`config.mk`:
```
export PLATFORM = sky130hd
export DESIGN_NAME = ttl_74164_shift_ctrl_flat
export DESIGN_NICKNAME = d
export VERILOG_FILES = /design/src/rtl/ttl_74164_shift_ctrl_if.sv /design/src/rtl/ttl_74164_shift_ctrl.sv /design/src/flat_wrapper.sv
export SDC_FILE = /design/constraint.sdc
export NUM_CORES = 1
export LEC_CHECK = 0
export BUFFER_PORTS_ARGS = -buffer_cell sky130_fd_sc_hd__buf_2
export CAP_MARGIN = 20
export CELL_PAD_IN_SITES_DETAIL_PLACEMENT = 0
export CELL_PAD_IN_SITES_GLOBAL_PLACEMENT = 1
export CORE_MARGIN = 2
export CORE_UTILIZATION = 47
export CTS_CLUSTER_SIZE = 30
export DETAILED_ROUTE_END_ITERATION = 6
export HOLD_SLACK_MARGIN = 0.1
export PLACE_DENSITY = 0.84
export SLEW_MARGIN = 30
export SYNTH_ARGS = -nofsm -noshare
export SYNTH_HDL_FRONTEND = slang
export SYNTH_SLANG_ARGS = --single-unit
```
`constraint.sdc`:
```
create_clock -name clk -period 3 [get_ports clk]
set_clock_uncertainty 0.2 [all_clocks]
set_input_delay 0.9 -clock clk [delete_from_list [all_inputs] [get_ports clk]]
set_output_delay 0.9 -clock clk [all_outputs]
set_load 0.02 [all_outputs]
```
`src/rtl/ttl_74164_shift_ctrl_if.sv`:
```
// Command handshake between the IO decode logic and the 74164 shift sequencer.
interface ttl_74164_shift_ctrl_if #(
   parameter int WIDTH = 8
);
   logic             req_valid;
   logic             req_ready;
   logic             req_clear;
   logic [WIDTH-1:0] req_data;

   modport master (
      output req_valid,
      output req_clear,
      output req_data,
      input  req_ready
   );

   modport slave (
      input  req_valid,
      input  req_clear,
      input  req_data,
      output req_ready
   );
endinterface

```
`src/rtl/ttl_74164_shift_ctrl.sv`:
```
// Serialises words (or clears) into a 74164 chain with one clean Cen pulse per bit.
// Define TTL164_SHIFT_CTRL_LSB_FIRST_EN to shift req_data[0] first (default MSB first).
module ttl_74164_shift_ctrl #(
   parameter int WIDTH       = 8,
   parameter int HALF_PERIOD = 2,
   parameter int CLR_CYCLES  = 2
) (
   input  logic                  clk,
   input  logic                  Reset_n,
   ttl_74164_shift_ctrl_if.slave req,
   output logic                  ser_A,
   output logic                  ser_B,
   output logic                  sh_cen,
   output logic                  sh_mrn,
   output logic                  busy,
   output logic                  done
);
   localparam int TMAX = (HALF_PERIOD > CLR_CYCLES) ? HALF_PERIOD : CLR_CYCLES;
   localparam int TW   = $clog2(TMAX + 1);
   localparam int CW   = $clog2(WIDTH + 1);

   localparam logic [1:0] S_IDLE  = 2'd0;
   localparam logic [1:0] S_CLEAR = 2'd1;
   localparam logic [1:0] S_LOW   = 2'd2;
   localparam logic [1:0] S_HIGH  = 2'd3;

   localparam logic [TW-1:0] T_HALF = TW'(HALF_PERIOD - 1);
   localparam logic [TW-1:0] T_CLR  = TW'(CLR_CYCLES - 1);
   localparam logic [CW-1:0] C_LOAD = CW'(WIDTH);

   logic [1:0]       state_q, state_d;
   logic [TW-1:0]    tmr_q, tmr_d;
   logic [CW-1:0]    cnt_q, cnt_d;
   logic [WIDTH-1:0] buf_q, buf_d;
   logic             rdy_q, rdy_d;
   logic             busy_q, busy_d;
   logic             done_q, done_d;
   logic             sa_q, sa_d;
   logic             sb_q, sb_d;
   logic             cen_q, cen_d;
   logic             mrn_q, mrn_d;
   logic [WIDTH-1:0] buf_adv;

   function automatic logic lead(input logic [WIDTH-1:0] v);
`ifdef TTL164_SHIFT_CTRL_LSB_FIRST_EN
      return v[0];
`else
      return v[WIDTH-1];
`endif
   endfunction

`ifdef TTL164_SHIFT_CTRL_LSB_FIRST_EN
   assign buf_adv = buf_q >> 1;
`else
   assign buf_adv = buf_q << 1;
`endif

   always_comb begin
      state_d = state_q;
      tmr_d   = tmr_q;
      cnt_d   = cnt_q;
      buf_d   = buf_q;
      rdy_d   = rdy_q;
      busy_d  = busy_q;
      done_d  = 1'b0;
      sa_d    = sa_q;
      sb_d    = sb_q;
      cen_d   = cen_q;
      mrn_d   = mrn_q;
      unique case (state_q)
         S_IDLE: begin
            if (req.req_valid && rdy_q) begin
               rdy_d  = 1'b0;
               busy_d = 1'b1;
               if (req.req_clear) begin
                  state_d = S_CLEAR;
                  tmr_d   = T_CLR;
                  mrn_d   = 1'b0;
               end else begin
                  state_d = S_LOW;
                  tmr_d   = T_HALF;
                  cnt_d   = C_LOAD;
                  buf_d   = req.req_data;
                  sa_d    = lead(req.req_data);
                  sb_d    = 1'b1;
                  cen_d   = 1'b0;
               end
            end
         end
         S_CLEAR: begin
            if (tmr_q == '0) begin
               state_d = S_IDLE;
               mrn_d   = 1'b1;
               done_d  = 1'b1;
               busy_d  = 1'b0;
               rdy_d   = 1'b1;
            end else begin
               tmr_d = tmr_q - TW'(1);
            end
         end
         S_LOW: begin
            if (tmr_q == '0) begin
               state_d = S_HIGH;
               tmr_d   = T_HALF;
               cen_d   = 1'b1;
            end else begin
               tmr_d = tmr_q - TW'(1);
            end
         end
         S_HIGH: begin
            if (tmr_q == '0) begin
               cnt_d = cnt_q - CW'(1);
               cen_d = 1'b0;
               // Data only moves here, while Cen falls, so it never races the rise.
               if (cnt_q > CW'(1)) begin
                  state_d = S_LOW;
                  tmr_d   = T_HALF;
                  buf_d   = buf_adv;
                  sa_d    = lead(buf_adv);
               end else begin
                  state_d = S_IDLE;
                  done_d  = 1'b1;
                  busy_d  = 1'b0;
                  rdy_d   = 1'b1;
                  sa_d    = 1'b0;
                  sb_d    = 1'b0;
               end
            end else begin
               tmr_d = tmr_q - TW'(1);
            end
         end
         default: state_d = S_IDLE;
      endcase
   end

   always_ff @(posedge clk or negedge Reset_n) begin
      if (!Reset_n) begin
         state_q <= S_IDLE;
         tmr_q   <= '0;
         cnt_q   <= '0;
         buf_q   <= '0;
         rdy_q   <= 1'b1;
         busy_q  <= 1'b0;
         done_q  <= 1'b0;
         sa_q    <= 1'b0;
         sb_q    <= 1'b0;
         cen_q   <= 1'b0;
         mrn_q   <= 1'b1;
      end else begin
         state_q <= state_d;
         tmr_q   <= tmr_d;
         cnt_q   <= cnt_d;
         buf_q   <= buf_d;
         rdy_q   <= rdy_d;
         busy_q  <= busy_d;
         done_q  <= done_d;
         sa_q    <= sa_d;
         sb_q    <= sb_d;
         cen_q   <= cen_d;
         mrn_q   <= mrn_d;
      end
   end

   assign req.req_ready = rdy_q;
   assign busy          = busy_q;
   assign done          = done_q;
   assign ser_A         = sa_q;
   assign ser_B         = sb_q;
   assign sh_cen        = cen_q;
   assign sh_mrn        = mrn_q;
endmodule
```
`src/flat_wrapper.sv`:
```
// flat-port wrapper written by rule: the top's interface ports become plain ports
module ttl_74164_shift_ctrl_flat 
#(
   parameter int WIDTH       = 8,
   parameter int HALF_PERIOD = 2,
   parameter int CLR_CYCLES  = 2
)
  (clk, Reset_n, ser_A, ser_B, sh_cen, sh_mrn, busy, done, req_req_valid, req_req_clear, req_req_data, req_req_ready);
  ttl_74164_shift_ctrl_if #(.WIDTH(WIDTH)) req_i ();
  input  logic clk;
  input  logic Reset_n;
  output logic ser_A;
  output logic ser_B;
  output logic sh_cen;
  output logic sh_mrn;
  output logic busy;
  output logic done;
  input wire logic [$bits(req_i.req_valid)-1:0] req_req_valid;
  input wire logic [$bits(req_i.req_clear)-1:0] req_req_clear;
  input wire logic [$bits(req_i.req_data)-1:0] req_req_data;
  output wire logic [$bits(req_i.req_ready)-1:0] req_req_ready;
  assign req_i.req_valid = req_req_valid;
  assign req_i.req_clear = req_req_clear;
  assign req_i.req_data = req_req_data;
  assign req_req_ready = req_i.req_ready;
  ttl_74164_shift_ctrl #(.WIDTH(WIDTH), .HALF_PERIOD(HALF_PERIOD), .CLR_CYCLES(CLR_CYCLES)) u_core (.clk(clk), .Reset_n(Reset_n), .req(req_i), .ser_A(ser_A), .ser_B(ser_B), .sh_cen(sh_cen), .sh_mrn(sh_mrn), .busy(busy), .done(done));
endmodule
```
==> metrics.txt <==
Flop pwr share=0.619; final wirelength=2090 µm; Max IR drop VDD=approximately 0.00019 V; antenna cells=0; die area=0.00294 mm²; setup tns final=0 ns; Combinational Power Share=0.040; total grt overflow=0; worst stage delay on the critical path=roughly 0.59 ns; 1st-iter DRT viols=8; reg2reg setup slack=0.94 ns; via count=between 800 and 900; H-tree depth=1; RePlAce Congestion=0.710; Final Cycle Share=0.722; Synth top area share=0.422; WP data arrival=1.07 ns; post_cts resized=0; Synth cell types=37; max cap viols=0; placed cell areas=0.00129 mm²; PwrDens=362 mW/mm²; Crit Path Max Fanout=6; # rows=18; Internal Power=0.000379 W; hold crit path type=register to register; Hold Startpoint=u_core.buf_q[0]$_DFFE_PN0P_; Final Hold Vio Count=0; r2r startpoint=u_core.state_q[1]$_DFFE_PN0P_; root buffer cell=clkbuf_4; CTS Buf Count=3; Highest Clock Rate=0.462 GHz; RSZ-0062 raised after global routing=no; initial antenna violation count=0; number of global-route vias before repair=783; Largest delay share family, worst path=flip-flops; Clock power frac=0.341; sequential area share after synthesis=0.467; Finish-stage setup viols=0; Worst Path Buf+Inv=1; WHS Path Cells=1; WS Path Type=register to primary output; Max Root-Sink Buffers=2; Wirelength per Cell=around 14 µm; PortBufs=18; outcome=completed; hold_ws=~0.29 ns; global-route wire length before repair=3400 µm; worst-skew pair later-pin latency=0.30 ns; measured slew at the worst slew-check pin=between 0.5 and 0.6 ns; R2R depth=3; count of state elements after synthesis=22; core area=0.00243 mm²; TritonCTS clock tree=built; Starting Density=0.487; layout cells sized above 1=0.339; Cells after Synth=approximately 100; Startpoint Class=register; Post-layout nets=138; largest cells by area after synthesis=dfrtp_1, mux2_4, mux2_2, dfstp_2, ha_1; Period minus WS final=2.17 ns; cell taking the most area after synthesis=dfrtp_1; Syn Nets=between 100 and 150; Ports=19; Final Cell Area=0.00132 mm²; LEAKAGE=0.678 nW; Initial DRT Pass Iterations=3; Hold Buf Count CTS=0; DP Wirelength=1460 µm; Data required, critical path=between 1.5 and 2 ns; Crit. End Element=primary output; Final ANT Viol Nets=0; Vias per Instance=between 5 and 6; synth warn=0; clk sink count=22; NetSw=0.0000998 W; pin count of the biggest net entering global routing=23; Die H=54.2 µm; max_slew headroom=0.601; Die W=54.2 µm; reg2reg end=u_core.ser_A$_DFFE_PN0P_; CP max-delay cell=dfstp_2; Hold Crit Endpoint=u_core.buf_q[0]$_DFFE_PN0P_; Slew Limit Fails=0; area of the mapped netlist=0.00118 mm²; # DRC=0; area growth from synthesis to layout=11.6%; GRT Util Overall=0.160; crit path cell chain=buf_2; Synth Area per Inst=~12 µm²; Worst-path clk slew=approximately 0.12 ns; Post-CTS Setup Repair Bufs=0; switching share of power=0.208
[flip-flops by register name, indices dropped and copies added (netlist names)]
| register | cells |
|---|---|
| u_core.state_q | 2 |
| u_core.req.req_ready | 1 |
| u_core.busy | 1 |
| u_core.ser_B | 1 |
| u_core.ser_A | 1 |
| u_core.cnt_q | 4 |
| u_core.done | 1 |
| u_core.sh_cen | 1 |
| u_core.sh_mrn | 1 |
| u_core.tmr_q | 2 |
| u_core.buf_q | 7 |
[synthesized netlist by cell type]
library cell / n
a21oi_4: 1
o211a_1: 1
buf_6: 1
dfrtp_1: 20
o21ai_2: 1
nand2_1: 7
ha_1: 4
mux2i_1: 3
a2111oi_0: 1
nor4_4: 1
dfstp_2: 2
a21oi_1: 6
a21boi_0: 1
o2bb2ai_1: 1
mux2_2: 7
nand3_1: 1
or3_1: 1
and3_1: 3
a22o_1: 1
o22a_1: 3
nor2_1: 5
clkbuf_1: 2
nor3_1: 2
or2_2: 1
buf_4: 1
nand2b_1: 3
nor3b_1: 1
o21ai_0: 1
a31oi_1: 1
nor4_1: 1
a21o_1: 2
o22ai_1: 2
mux2_4: 6
a211oi_1: 1
xnor2_1: 1
xor2_1: 1
inv_1: 6
[layout by cell type, fill, tap and decap left out, types with 3 or more instances in the layout]
| cell type | Yosys | routed |
|---|---|---|
| and3_1 | 3 | 3 |
| nand2b_1 | 3 | 3 |
| o22a_1 | 3 | 3 |
| nand2_1 | 7 | 7 |
| ha_1 | 4 | 4 |
| nor2_1 | 5 | 5 |
| mux2_2 | 7 | 7 |
| dfrtp_1 | 20 | 20 |
| mux2i_1 | 3 | 3 |
| a21oi_1 | 6 | 6 |
| inv_1 | 6 | 6 |
| clkbuf_4 | 0 | 3 |
| mux2_4 | 6 | 6 |
| buf_2 | 0 | 18 |
[logic make-up after synthesis]
| kind of cell | Yosys count | synth area share |
|---|---|---|
| flops | 22 | 0.467 |
| xor+xnor | 2 | 0.0148 |
| fa+ha+maj | 4 | 0.0422 |
| buf+inv | 10 | 0.0412 |
| compound gates | 23 | 0.145 |
| mux | 16 | 0.168 |
| simple gates | 26 | 0.123 |
[cell type report]
type	instances	area (µm²)
fill	237	1110
multi-input combinational	71	583
sequential	22	553
timing repair buffer	18	90.1
tap	30	37.5
clock buffer	4	36.3
inverter	6	22.5
[through the flow]
step | utilization | power [W] | setup slack [ns] | cells
detailed placement | 0.529 | 0.000322 | 0.569 | 147
floorplan | - | 0.000307 | 0.848 | 103
global route | 0.544 | 0.000499 | 0.788 | 151
finish | 0.544 | 0.000479 | 0.834 | 151
global placement | 0.529 | 0.000321 | 0.619 | 147
CTS | 0.544 | 0.000489 | 0.816 | 151
[routing by layer]
metal	global-route usage	part of all wire	vias to the layer above
met5	0	0	-
met4	0.0625	0.0058	0
met3	0.0246	0.029	2
met2	0.275	0.48	9
met1	0.201	0.49	394
li1	-	-	407
[worst max path at each step]
stage	startpoint	to	cells past startpoint
finish	u_core.req.req_ready$_DFFE_PN1P_	req_req_ready	1
global route	u_core.req.req_ready$_DFFE_PN1P_	req_req_ready	1
CTS	u_core.req.req_ready$_DFFE_PN1P_	req_req_ready	1
detailed placement	req_req_valid	u_core.ser_A$_DFFE_PN0P_	5
global placement	req_req_valid	u_core.ser_A$_DFFE_PN0P_	5
floorplan	req_req_valid	u_core.ser_A$_DFFE_PN0P_	4
[power groups by stage]
| stage | Clock [W] | Sequential [W] | Combinational, W |
|---|---|---|---|
| floorplan | 0 | 0.000302 | 0.00000488 |
| global placement | 0 | 0.000302 | 0.0000190 |
| detailed placement | 0 | 0.000302 | 0.0000197 |
| CTS | 0.000172 | 0.000297 | 0.0000199 |
| global route | 0.000181 | 0.000297 | 0.0000219 |
| finish | 0.000163 | 0.000297 | 0.0000191 |
(Power assumes the default switching activity.)
